==> src/rtl/ex_wb_pkg.sv <==
// rtl/ex_wb_pkg.sv - shared types and constants for the EX->WB boundary
package ex_wb_pkg;

  localparam int XLEN_DEF    = 32;
  localparam int RADDR_W_DEF = 5;
  localparam int WB_DEPTH    = 2;

  localparam logic WB_SEL_ALU = 1'b0;
  localparam logic WB_SEL_MEM = 1'b1;

  typedef struct packed {
    logic [XLEN_DEF-1:0]    wdata;
    logic [RADDR_W_DEF-1:0] rd;
    logic                   fp;
    logic                   we;
  } wb_entry_t;

  // Integer x0 is hardwired to zero, so writes to it are dropped; FP f0 is a real register.
  function automatic logic wb_writes(input logic werf, input logic [RADDR_W_DEF-1:0] rd,
                                     input logic fp);
    return werf && !((rd == '0) && !fp);
  endfunction

endpackage

==> src/rtl/wb_skid_queue.sv <==
// rtl/wb_skid_queue.sv - two-entry result queue with pointers, count and flush
module wb_skid_queue
  import ex_wb_pkg::*;
(
  input  logic      clk,
  input  logic      rst_n,
  input  logic      push,
  input  logic      pop,
  input  logic      flush,
  input  wb_entry_t push_entry,
  output wb_entry_t head,
  output wb_entry_t entries [WB_DEPTH],
  output logic [1:0] count,
  output logic      wr_ptr,
  output logic      rd_ptr
);

  assign head = entries[rd_ptr];

  always_ff @(posedge clk or negedge rst_n) begin
    if (!rst_n) begin
      for (int i = 0; i < WB_DEPTH; i++) entries[i] <= '0;
      wr_ptr <= 1'b0;
      rd_ptr <= 1'b0;
      count  <= 2'd0;
    end else if (flush) begin
      wr_ptr <= 1'b0;
      rd_ptr <= 1'b0;
      count  <= 2'd0;
    end else begin
      if (push) begin
        entries[wr_ptr] <= push_entry;
        wr_ptr          <= wr_ptr + 1'b1;
      end
      if (pop) rd_ptr <= rd_ptr + 1'b1;
      case ({push, pop})
        2'b10:   count <= count + 2'd1;
        2'b01:   count <= count - 2'd1;
        default: count <= count;
      endcase
    end
  end

endmodule

==> src/rtl/ex_wb_pipeline.sv <==
// rtl/ex_wb_pipeline.sv - EX result buffering, writeback select, forwarding and retire count
module ex_wb_pipeline
  import ex_wb_pkg::*;
#(
  parameter int XLEN    = XLEN_DEF,
  parameter int RADDR_W = RADDR_W_DEF,
  parameter int CNT_W   = 32
) (
  input  logic               clk,
  input  logic               rst_n,
  input  logic               ex_valid,
  output logic               ex_ready,
  input  logic [XLEN-1:0]    ex_alu_result,
  input  logic [XLEN-1:0]    ex_mem_rdata,
  input  logic [RADDR_W-1:0] ex_rd,
  input  logic               ex_dest_fp,
  input  logic               ex_werf,
  input  logic               ex_wb_sel,
  input  logic               flush,
  input  logic               rf_ready,
  output logic               rf_we,
  output logic               rf_fp,
  output logic [RADDR_W-1:0] rf_waddr,
  output logic [XLEN-1:0]    rf_wdata,
  input  logic [RADDR_W-1:0] fwd_addr,
  input  logic               fwd_fp,
  output logic               fwd_hit,
  output logic [XLEN-1:0]    fwd_data,
  output logic [CNT_W-1:0]   retired_cnt
);

  wb_entry_t          in_entry;
  wb_entry_t          head;
  wb_entry_t          entries [WB_DEPTH];
  logic [1:0]         count;
  logic               wr_ptr;
  logic               rd_ptr;
  logic               newest_ptr;
  logic               not_empty;
  logic               push;
  logic               pop;
  logic               hold_fp;
  logic [RADDR_W-1:0] hold_waddr;
  logic [XLEN-1:0]    hold_wdata;

  assign in_entry.wdata = (ex_wb_sel == WB_SEL_MEM) ? ex_mem_rdata : ex_alu_result;
  assign in_entry.rd    = ex_rd;
  assign in_entry.fp    = ex_dest_fp;
  assign in_entry.we    = wb_writes(ex_werf, ex_rd, ex_dest_fp);

  assign not_empty = (count != 2'd0);
  assign ex_ready  = (count != 2'(WB_DEPTH));
  assign push      = ex_valid && ex_ready;
  assign pop       = not_empty && (rf_ready || !head.we);

  wb_skid_queue u_queue (
    .clk        (clk),
    .rst_n      (rst_n),
    .push       (push),
    .pop        (pop),
    .flush      (flush),
    .push_entry (in_entry),
    .head       (head),
    .entries    (entries),
    .count      (count),
    .wr_ptr     (wr_ptr),
    .rd_ptr     (rd_ptr)
  );

  // Data outputs keep the last presented head while the queue sits empty.
  assign rf_we    = not_empty && head.we;
  assign rf_fp    = not_empty ? head.fp    : hold_fp;
  assign rf_waddr = not_empty ? head.rd    : hold_waddr;
  assign rf_wdata = not_empty ? head.wdata : hold_wdata;

  always_ff @(posedge clk or negedge rst_n) begin
    if (!rst_n) begin
      hold_fp     <= 1'b0;
      hold_waddr  <= '0;
      hold_wdata  <= '0;
      retired_cnt <= '0;
    end else begin
      if (not_empty) begin
        hold_fp    <= head.fp;
        hold_waddr <= head.rd;
        hold_wdata <= head.wdata;
      end
      if (pop && head.we && !flush) retired_cnt <= retired_cnt + CNT_W'(1);
    end
  end

  assign newest_ptr = wr_ptr - 1'b1;

  function automatic logic fwd_match(input wb_entry_t e, input logic [RADDR_W-1:0] addr,
                                     input logic fp);
    return e.we && (e.rd == addr) && (e.fp == fp);
  endfunction

  // Older entry is checked first so the newest match overrides it.
  always_comb begin
    fwd_hit  = 1'b0;
    fwd_data = '0;
    if (!((fwd_addr == '0) && !fwd_fp)) begin
      if ((count == 2'd2) && fwd_match(entries[rd_ptr], fwd_addr, fwd_fp)) begin
        fwd_hit  = 1'b1;
        fwd_data = entries[rd_ptr].wdata;
      end
      if (not_empty && fwd_match(entries[newest_ptr], fwd_addr, fwd_fp)) begin
        fwd_hit  = 1'b1;
        fwd_data = entries[newest_ptr].wdata;
      end
    end
  end

endmodule
==> config.mk <==
export PLATFORM = sky130hd
export DESIGN_NAME = ex_wb_pipeline
export DESIGN_NICKNAME = d
export VERILOG_FILES = /design/src/rtl/ex_wb_pkg.sv /design/src/rtl/wb_skid_queue.sv /design/src/rtl/ex_wb_pipeline.sv
export SDC_FILE = /design/constraint.sdc
export NUM_CORES = 1
export LEC_CHECK = 0
export ABC_AREA = 0
export BUFFER_PORTS_ARGS = -buffer_cell sky130_fd_sc_hd__buf_4
export CAP_MARGIN = 20
export CORE_ASPECT_RATIO = 2
export CORE_MARGIN = 8
export CORE_UTILIZATION = 45
export CTS_CLUSTER_DIAMETER = 50
export CTS_CLUSTER_SIZE = 16
export DETAILED_ROUTE_END_ITERATION = 16
export MAX_ROUTING_LAYER = met4
export PLACE_DENSITY_LB_ADDON = 0.12
export SYNTH_ARGS = -nofsm -noshare
export SYNTH_HDL_FRONTEND = slang
export SYNTH_SLANG_ARGS = --single-unit
==> constraint.sdc <==
create_clock -name clk -period 5.2 [get_ports clk]
set_clock_uncertainty 0.15 [all_clocks]
set_input_delay 0.78 -clock clk [delete_from_list [all_inputs] [get_ports clk]]
set_output_delay 0.78 -clock clk [all_outputs]
set_load 0.02 [all_outputs]
==> impl_results.md <==
* Die area at roughly 0.022 mm2
* Drt drc at 0
* Chip Width at 109.5 um
* Setup violators final at 0
* Largest net degree at the start of global routing at just under 80
* Startpoint Class: flop
* Worst-margin pin slew at roughly 1.0 ns
* Final min period at 4.134 ns
* Ys Warns at 0
* Met2 WL at around 13,000 um
* Number of diodes at 0
* CP Class: flop to output pin
* Most frequent cells in the layout: buf_4, dfrtp_1, nor2_1
* Final #Nets at between 1k and 1.5k
* Vias at around 6.6k
* MaxCap Viol Count at 0
* Fin. Hold Viols at 0
* Critical path peak fanout at 30
* Post-synth cell types at 38
* Vias in the first global route at between 6k and 7k
* Port Buffers at between 150 and 200
* Post-Route WL at about 23,000 um
* Static Leak at around 4.6 nW
* H-tree Lvls at 4
* Synth Area per Inst at roughly 9.1 um2
* CTS Hold Bufs at 0
* Post-synthesis sequential area ratio at 48.35%
* Post-Syn Instances at 860
* Status: finished, final reports clean
* Commonest non-fill, non-tap cell in the layout: buf_4
* Register-to-register setup slack at approximately 2.3 ns
* Clock tree sinks at between 150 and 200
* Unrepaired setup endpoints after global routing: no
* Setup TNS at 0 ns
* Crit path DAT at around 3.2 ns
* Crit path from: u_queue.rd_ptr
* Detail Route Antenna Nets at 0
* Non-Filler Instances at ~1.2k
* CTS resizes at 0
* Crit share post-route at 79.50%
* Syn Nets at around 940
* All-Layer GR Usage at a little over a fifth
* Worst R2R Start: u_queue.wr_ptr
* Initial DRC count at about 240
* Met3 WL at around 1100 um
* Post-synth EDFFs at 0
* Worst-Skew Late Latency at 0.42 ns
* Post-CTS Setup Inserts at 0
* GRT overflow at 0
* Top Metal Used: met4
* Clk root buf: clkbuf_16
* Worst Setup End Kind: output pin
* Hold Crit Class: input pin to asynchronous set/reset pin
* Max_slew headroom at 30.20%
* Worst-case vdd ir drop at approximately 330 uV
* Synthesized cell area at ~0.0079 mm2
* Ys flop type: dfrtp_1
* Async S/R FF share, synth at 100.0%
* Yosys reg bits at approximately 150
* Power per cell area at between 500 and 600 mW/mm2
* Initial antenna violation count at 0
* Core area at roughly 0.017 mm2
* Fmax at ~240 MHz
* Detail Placement HPWL at roughly 16,000 um
* First-pass GRT wire length at between 30,000 and 40,000 um
* Starting Density at roughly 46%
* Path depth of the worst reg2reg path at 4
* Die Y at 203.0 um
* DRT met1 WL at between 8000 and 9000 um
* CTS Buf Count at 17
* Final RePlAce weighted congestion at 0.8207
* Clock Path Buffers at 2
* TritonRoute pass-1 iters at 4
* R2R Path End: u_queue.entries[4]
* Fin. max-slew vios at 0
* DR WL/cell at 18.27 um
* Row count at 68
* Syn-to-layout area delta at 28.11%
* TritonCTS clock tree: yes
* WP data required at roughly 4.3 ns
* Clk slew on worst S/H paths at roughly 0.06 ns
* Via/cell ratio at roughly 5.3
* Fraction of layout cells with a size suffix above 1 at between 20% and 30%
* Placed Cells at about 1.2k
* Io pins at ~190
==> registers in the layout, summed over array words and instances, names as in the netlist <==
register and cells:
u_queue.count 2, retired_cnt 32, u_queue.wr_ptr 1, hold_wdata 32
hold_fp 1, u_queue.rd_ptr 1, u_queue.entries 78, hold_waddr 5
==> Yosys cell counts, types with 32 or more instances <==
master | n | area [um2]
dfrtp_1 | 152 | 3804
nor2_1 | 112 | 420.4
nand2_1 | 80 | 300.3
a21oi_1 | 70 | 350.3
o21ai_0 | 66 | 330.3
mux2i_1 | 46 | 460.4
clkbuf_1 | 45 | 168.9
nor3_1 | 38 | 190.2
and2_1 | 34 | 212.7
nand2b_1 | 34 | 212.7
xnor2_1 | 34 | 297.8
a21o_1 | 32 | 240.2
nor2b_1 | 32 | 200.2
==> critical path, stage by stage (launching register included) <==
cell	delay [ns]
dfrtp_2	0.75
mux2i_2	0.53
nor3_1	0.09
nand4_1	0.11
a22o_1	0.73
buf_4	0.33
a21oi_1	0.07
buf_4	0.17
==> kinds of logic (layout without fill, tap and decap cells) <==
family	after synthesis	after routing	share of synthesized area [%]
AOI/OAI and AO/OA	171	171	12.02
xor gates and xnor gates	47	47	5.233
adders and majority gates	1	1	0.1590
buffers and inverters	58	231	3.038
DFF	152	152	48.35
muxes	60	60	7.889
and+or+nand+nor	371	371	23.30
==> routing by layer <==
metal  vias to the layer above  track usage, %
met2                       170           37.64
li1                       3223               -
met1                      3180           22.62
met3                        32           3.747
met4                         0           8.985
met5                         -               -
==> final cells by class <==
| class | instances | area, um2 |
|---|---|---|
| fillers | 1625 | 7109 |
| clock inverters | 7 | 188.9 |
| flip-flops and latches | 152 | 3806 |
| multi-input cells | 650 | 3840 |
| repair buffers | 198 | 1490 |
| well taps | 210 | 262.8 |
| inverters | 2 | 7.507 |
| clock buffers | 24 | 481.7 |
==> per-stage QoR <==
step	hold WS (ns)	power [W]	instance area [um2]	setup WS (ns)	utilization, %
floorplan	0.3149	0.003335	7866	2.247	-
global placement	0.3111	0.004196	9407	1.580	54.73
detailed placement	0.3218	0.004227	9407	1.523	54.73
CTS	0.2556	0.005667	10080	1.043	58.63
global route	0.2885	0.005966	10080	0.9244	58.63
finish	0.2474	0.005596	10080	1.066	58.63
==> report_power, final <==
part / total (W) / switching [W] / internal (W)
Combinational: 0.00226 / 0.00136 / 0.000901
Clock: 0.00141 / 0.000475 / 0.000938
Sequential: 0.00192 / 0.000308 / 0.00162
Total: 0.00560 / 0.00214 / 0.00345
==> worst max-delay path by stage <==
stage                         endpoint  slack (ns)  cells after the start
after global placement    fwd_data[24]        1.58                      7
final                      fwd_data[0]        1.07                      7
after detailed placement  fwd_data[31]        1.52                      7
after floorplan           fwd_data[10]        2.25                      7
after CTS                 fwd_data[31]        1.04                      7
after global routing      fwd_data[31]        0.92                      7
(Power assumes the default switching activity.)
